==> config.mk <==
export PLATFORM = sky130hd
export DESIGN_NAME = prog_loader_flat
export DESIGN_NICKNAME = d
export VERILOG_FILES = /design/src/rtl/prog_loader_if.sv /design/src/rtl/prog_loader.sv /design/src/flat_wrapper.sv
export SDC_FILE = /design/constraint.sdc
export NUM_CORES = 1
export LEC_CHECK = 0
export CAP_MARGIN = 20
export CORE_UTILIZATION = 30
export CTS_BUF_LIST = sky130_fd_sc_hd__clkbuf_16
export CTS_CLUSTER_DIAMETER = 80
export DETAILED_ROUTE_END_ITERATION = 6
export GPL_TIMING_DRIVEN = 0
export PLACE_DENSITY_LB_ADDON = 0.1
export SYNTH_ARGS = -nofsm -noshare
export SYNTH_HDL_FRONTEND = slang
export SYNTH_SLANG_ARGS = --single-unit
==> constraint.sdc <==
create_clock -name clk -period 3.3 [get_ports clk]
set_input_delay 0.33 -clock clk [delete_from_list [all_inputs] [get_ports clk]]
set_output_delay 0.33 -clock clk [all_outputs]
set_load 0.005 [all_outputs]
==> src/rtl/prog_loader_if.sv <==
// Byte-stream input and program-memory write bus of the boot loader.
// master = stream source / memory side, slave = the loader itself.
interface prog_loader_if #(
    parameter int unsigned ADDR_WIDTH = 8
);
    logic [7:0]            byte_in;
    logic                  byte_valid;
    logic                  byte_ready;
    logic                  mem_we;
    logic [ADDR_WIDTH-1:0] mem_addr;
    logic [31:0]           mem_wdata;
    logic                  cpu_reset;
    logic                  done;
    logic                  error;

    modport master (
        output byte_in, byte_valid,
        input  byte_ready, mem_we, mem_addr, mem_wdata, cpu_reset, done, error
    );

    modport slave (
        input  byte_in, byte_valid,
        output byte_ready, mem_we, mem_addr, mem_wdata, cpu_reset, done, error
    );
endinterface

==> src/rtl/prog_loader.sv <==
// Boot loader: parses header / little-endian words / checksum from a byte
// stream, writes words to program memory from address 0, releases CPU reset.
module prog_loader #(
    parameter int unsigned ADDR_WIDTH = 8,
    parameter int unsigned MAX_WORDS  = 256
) (
    input  logic          clk,
    input  logic          reset,
    prog_loader_if.slave  bus
);
    typedef enum logic [2:0] {
        S_HDR0,
        S_HDR1,
        S_DATA,
        S_CHECK,
        S_DONE,
        S_ERROR
    } state_t;

    localparam logic [16:0] MAX_W = 17'(MAX_WORDS);

    state_t                state_q, state_d;
    logic [15:0]           cnt_q, cnt_d;
    logic [15:0]           word_cnt_q, word_cnt_d;
    logic [1:0]            byte_cnt_q, byte_cnt_d;
    logic [23:0]           asm_q, asm_d;
    logic [7:0]            csum_q, csum_d;
    logic                  byte_ready_q, byte_ready_d;
    logic                  mem_we_q, mem_we_d;
    logic [ADDR_WIDTH-1:0] mem_addr_q, mem_addr_d;
    logic [31:0]           mem_wdata_q, mem_wdata_d;
    logic                  cpu_reset_q, cpu_reset_d;
    logic                  done_q, done_d;
    logic                  error_q, error_d;

    logic                  xfer;
    logic [15:0]           n_full;

    assign xfer   = bus.byte_valid && byte_ready_q;
    assign n_full = {bus.byte_in, cnt_q[7:0]};

    always_comb begin
        state_d     = state_q;
        cnt_d       = cnt_q;
        word_cnt_d  = word_cnt_q;
        byte_cnt_d  = byte_cnt_q;
        asm_d       = asm_q;
        csum_d      = csum_q;
        mem_we_d    = 1'b0;
        mem_addr_d  = mem_addr_q;
        mem_wdata_d = mem_wdata_q;

        case (state_q)
            S_HDR0: if (xfer) begin
                cnt_d[7:0] = bus.byte_in;
                state_d    = S_HDR1;
            end
            S_HDR1: if (xfer) begin
                cnt_d = n_full;
                if ({1'b0, n_full} > MAX_W)
                    state_d = S_ERROR;
                else if (n_full == 16'd0)
                    state_d = S_CHECK;
                else
                    state_d = S_DATA;
            end
            S_DATA: if (xfer) begin
                // Only three bytes are buffered; the fourth goes straight out.
                asm_d      = {bus.byte_in, asm_q[23:8]};
                csum_d     = csum_q + bus.byte_in;
                byte_cnt_d = byte_cnt_q + 2'd1;
                if (byte_cnt_q == 2'd3) begin
                    mem_we_d    = 1'b1;
                    mem_addr_d  = word_cnt_q[ADDR_WIDTH-1:0];
                    mem_wdata_d = {bus.byte_in, asm_q};
                    word_cnt_d  = word_cnt_q + 16'd1;
                    if (word_cnt_q == cnt_q - 16'd1)
                        state_d = S_CHECK;
                end
            end
            S_CHECK: if (xfer) begin
                state_d = (bus.byte_in == csum_q) ? S_DONE : S_ERROR;
            end
            default: state_d = state_q;
        endcase

        // Status outputs are registered from the next state, so they change
        // in the cycle right after the deciding byte is accepted.
        byte_ready_d = (state_d != S_DONE) && (state_d != S_ERROR);
        done_d       = (state_d == S_DONE);
        error_d      = (state_d == S_ERROR);
        cpu_reset_d  = (state_d != S_DONE);
    end

    always_ff @(posedge clk or posedge reset) begin
        if (reset) begin
            state_q      <= S_HDR0;
            cnt_q        <= '0;
            word_cnt_q   <= '0;
            byte_cnt_q   <= '0;
            asm_q        <= '0;
            csum_q       <= '0;
            byte_ready_q <= 1'b0;
            mem_we_q     <= 1'b0;
            mem_addr_q   <= '0;
            mem_wdata_q  <= '0;
            cpu_reset_q  <= 1'b1;
            done_q       <= 1'b0;
            error_q      <= 1'b0;
        end else begin
            state_q      <= state_d;
            cnt_q        <= cnt_d;
            word_cnt_q   <= word_cnt_d;
            byte_cnt_q   <= byte_cnt_d;
            asm_q        <= asm_d;
            csum_q       <= csum_d;
            byte_ready_q <= byte_ready_d;
            mem_we_q     <= mem_we_d;
            mem_addr_q   <= mem_addr_d;
            mem_wdata_q  <= mem_wdata_d;
            cpu_reset_q  <= cpu_reset_d;
            done_q       <= done_d;
            error_q      <= error_d;
        end
    end

    assign bus.byte_ready = byte_ready_q;
    assign bus.mem_we     = mem_we_q;
    assign bus.mem_addr   = mem_addr_q;
    assign bus.mem_wdata  = mem_wdata_q;
    assign bus.cpu_reset  = cpu_reset_q;
    assign bus.done       = done_q;
    assign bus.error      = error_q;
endmodule
==> src/flat_wrapper.sv <==
// flat-port wrapper written by rule: the top's interface ports become plain ports
module prog_loader_flat 
#(
    parameter int unsigned ADDR_WIDTH = 8,
    parameter int unsigned MAX_WORDS  = 256
)
  (clk, reset, bus_byte_in, bus_byte_valid, bus_byte_ready, bus_mem_we, bus_mem_addr, bus_mem_wdata, bus_cpu_reset, bus_done, bus_error);
  prog_loader_if #(.ADDR_WIDTH(ADDR_WIDTH)) bus_i ();
  input  logic clk;
  input  logic reset;
  input wire logic [$bits(bus_i.byte_in)-1:0] bus_byte_in;
  input wire logic [$bits(bus_i.byte_valid)-1:0] bus_byte_valid;
  output wire logic [$bits(bus_i.byte_ready)-1:0] bus_byte_ready;
  output wire logic [$bits(bus_i.mem_we)-1:0] bus_mem_we;
  output wire logic [$bits(bus_i.mem_addr)-1:0] bus_mem_addr;
  output wire logic [$bits(bus_i.mem_wdata)-1:0] bus_mem_wdata;
  output wire logic [$bits(bus_i.cpu_reset)-1:0] bus_cpu_reset;
  output wire logic [$bits(bus_i.done)-1:0] bus_done;
  output wire logic [$bits(bus_i.error)-1:0] bus_error;
  assign bus_i.byte_in = bus_byte_in;
  assign bus_i.byte_valid = bus_byte_valid;
  assign bus_byte_ready = bus_i.byte_ready;
  assign bus_mem_we = bus_i.mem_we;
  assign bus_mem_addr = bus_i.mem_addr;
  assign bus_mem_wdata = bus_i.mem_wdata;
  assign bus_cpu_reset = bus_i.cpu_reset;
  assign bus_done = bus_i.done;
  assign bus_error = bus_i.error;
  prog_loader #(.ADDR_WIDTH(ADDR_WIDTH), .MAX_WORDS(MAX_WORDS)) u_core (.clk(clk), .reset(reset), .bus(bus_i));
endmodule
==> impl_metrics.env <==
export IMPL_antenna_found_initial=0
export IMPL_start_util_pct=30.8
export IMPL_final_cell_mix="dfrtp_1 (113), nand2_1 (95), mux2_2 (55), clkdlybuf4s50_1 (55), xnor2_1 (24)"
export IMPL_maxSlewViolCount=0
export IMPL_finish_net_count=587
export IMPL_dr_first_iter_drc_count=189
export IMPL_final_antenna_net_count=0
export IMPL_grt_usage_pct=15.4
export IMPL_ys_seq_area_share_pct=53.1
export IMPL_cts_tree="yes"
export IMPL_grt_pass1_vias=4018
export IMPL_fin_crit_sh_pct=87.6
export IMPL_final_cell_area_mm2=0.00686
export IMPL_grt_first_pass_wirelength_um=21200
export IMPL_insertion_delay_ns=0.42
export IMPL_core_area_mm2=0.0174
export IMPL_rows=48
export IMPL_min_path_type="in -> async"
export IMPL_period_minus_slack_ns=2.89
export IMPL_cellPowerDensity_mw_per_mm2=517
export IMPL_async_flop_share_pct=100
export IMPL_holdWs_ns=0.317
export IMPL_cp_required_ns=3.63
export IMPL_cts_sinks=114
export IMPL_die_area_mm2=0.0184
export IMPL_vias_per_cell=4.77
export IMPL_vias=3830
export IMPL_htree_num_levels=4
export IMPL_synth_fp_nets=509
export IMPL_drt_pass1_iter_count=4
export IMPL_die_w_um=136
export IMPL_postCtsSetupRepairBufs=0
export IMPL_grt_overflow_total=0
export IMPL_synth_seq_cells=114
export IMPL_synth_ff_type="dfrtp_1"
export IMPL_start_kind="flip-flop"
export IMPL_rsz0062_at_grt="no"
export IMPL_hpwl_um=9360
export IMPL_die_height_um=136
export IMPL_setup_violations=0
export IMPL_setup_ws_ns=0.410
export IMPL_drt_total_wl_um=13000
export IMPL_synth_top_area_share_pct=52.6
export IMPL_final_hold_viol_count=0
export IMPL_arrival_ns=3.22
export IMPL_cts_repair_resized=0
export IMPL_clock_fmax_ghz=0.346
export IMPL_final_fill_count=1720
export IMPL_numCtsBuffers=17
export IMPL_place_area_mm2=0.00627
export IMPL_fin_skew_ns=0.00890
export IMPL_postSynthAreaPerCell_um2=11.0
export IMPL_dp_slack_ns=0.0405
export IMPL_final_cells=803
export IMPL_drive_above_1_share_pct=17.8
export IMPL_root_buffer="clkbuf_16"
export IMPL_crit_start="u_core.cnt_q[0]$_DFFE_PP0P_"
export IMPL_wl_per_cell_um=16.3
export IMPL_drcViolationCount=0
export IMPL_worstReg2RegEnd="u_core.bus.error$_DFF_PP0_"
export IMPL_synth_distinct_cells=52
export IMPL_cap_violations=0
export IMPL_syn_inst=487
export IMPL_pin_count=56
export IMPL_final_common_cell="dfrtp_1"
export IMPL_antenna_cells=0
export IMPL_p_leak_nw=3.18
export IMPL_ir_worst_vdd_uv=351
export IMPL_clk_pin_slew_worst_paths_ns=0.05
export IMPL_area_growth_pct=27.7
export IMPL_syn_cell_area_mm2=0.00537
export IMPL_cts_buffer_depth=2
export IMPL_seq_area_mm2=0.00285
export IMPL_path_class="reg -> reg"
export IMPL_r2r_cells=8
export IMPL_multiInputGateArea_mm2=0.00237
export IMPL_critPathMaxFanout=7
export IMPL_port_buffer_count=55
export IMPL_gp_congestion=0.752
export IMPL_finalSetupTns_ns=0
export IMPL_grt_max_degree=33
export IMPL_synth_area_leaders="dfrtp_1 (53%), mux2_2 (12%), nand2_1 (6.6%)"
export IMPL_synth_top_cell_by_area="dfrtp_1"
export IMPL_synth_warning_count=0
export IMPL_tightestPinTransition_ns=0.811
export IMPL_end_kind="flip-flop"
export IMPL_postCtsHoldBufs=0
export IMPL_synth_edff_count=0
export IMPL_r2r_start="u_core.cnt_q[0]$_DFFE_PP0P_"
export IMPL_slew_headroom_pct=45.5
export IMPL_status="complete, no violations"
export IMPL_placed_cells=771
export IMPL_reg2reg_slack_ns=0.41
-- worst max-delay path by stage --
stage,to,slack [ns],depth (start not counted)
after floorplan,u_core.bus.done$_DFF_PP0_,0.78,7
after global placement,u_core.bus.mem_wdata[4]$_DFFE_PP0P_,0.06,7
after detailed placement,u_core.bus.mem_wdata[4]$_DFFE_PP0P_,0.04,7
after CTS,u_core.bus.mem_wdata[4]$_DFFE_PP0P_,0.38,6
after global routing,u_core.bus.error$_DFF_PP0_,0.17,8
final,u_core.bus.error$_DFF_PP0_,0.41,8
-- through the flow --
step	total power [mW]	utilization [%]
after floorplan	1.68	-
after detailed placement	1.77	36.0
after global routing	3.68	39.4
final	3.55	39.4
after global placement	1.76	35.6
after CTS	3.60	39.4
-- worst max-delay path, stage by stage (launching register included) --
cell and delay (ns):
dfrtp_1 0.41, inv_1 0.09, ha_1 0.27, nor4b_2 0.55, nand2_1 0.18, or4_1 0.58
a221oi_4 0.33, nand4_1 0.16, a21oi_1 0.23
-- synthesized netlist by cell type, types with 2 or more instances --
cell,count
nand2_1,95
nor2b_1,4
clkbuf_1,14
o21a_1,3
nand4_1,10
nor2_1,10
or3_1,8
xor2_1,13
o31ai_1,2
o21bai_1,2
o31a_1,2
and3_1,7
nand3_1,9
o2111ai_1,2
inv_1,15
a2111o_1,2
xnor2_1,24
dfrtp_1,113
a21boi_0,2
or2_2,3
a21oi_1,8
nand2b_1,4
buf_1,6
nor3_1,4
a21o_1,3
ha_1,10
o21ai_0,17
nor4_1,9
or4_1,3
mux2_2,55
nand3b_1,2
a31oi_1,2
o211ai_1,5
-- layout make-up --
class,instances,area share (%)
Timing Repair Buffer,59,8.98
Sequential cell,114,41.6
Clock buffer,17,6.20
Tap cell,225,4.11
Clock inverter,15,2.34
Inverter,15,0.876
Multi-Input combinational cell,337,34.6
Buffer,21,1.26
-- registers in the layout (all words and copies together) (netlist names), 2 cells and up --
register,flops
u_core.state_q,3
u_core.cnt_q,16
u_core.asm_q,24
u_core.byte_cnt_q,2
u_core.word_cnt_q,16
u_core.bus.mem_wdata,32
u_core.bus.mem_addr,8
u_core.csum_q,8
-- where the power goes --
part | switching (mW) | total [mW] | leakage (nW) | internal (mW)
clock network | 0.688 | 1.80 | 0.272 | 1.11
registers | 0.0369 | 1.47 | 1.55 | 1.44
logic | 0.156 | 0.275 | 1.36 | 0.119
total | 0.881 | 3.55 | 3.18 | 2.67
-- cells by family after synthesis --
family,after synthesis,synth area share (%)
DFF,114,53.1
adders and majority gates,11,2.70
and+or+nand+nor,177,16.1
muxes,55,11.5
AOI/OAI and AO/OA,57,7.83
xor gates and xnor gates,37,6.03
buffers and inverters,36,2.66
-- layer usage --
metal	vias up	GRT usage [%]	wire length [µm]
li1	1858	-	-
met1	1893	18.8	6000
met2	60	25.7	6450
met3	19	4.14	395
met4	0	6.37	199
met5	-	0	0
Note: power is estimated with default switching activity, not from simulation.
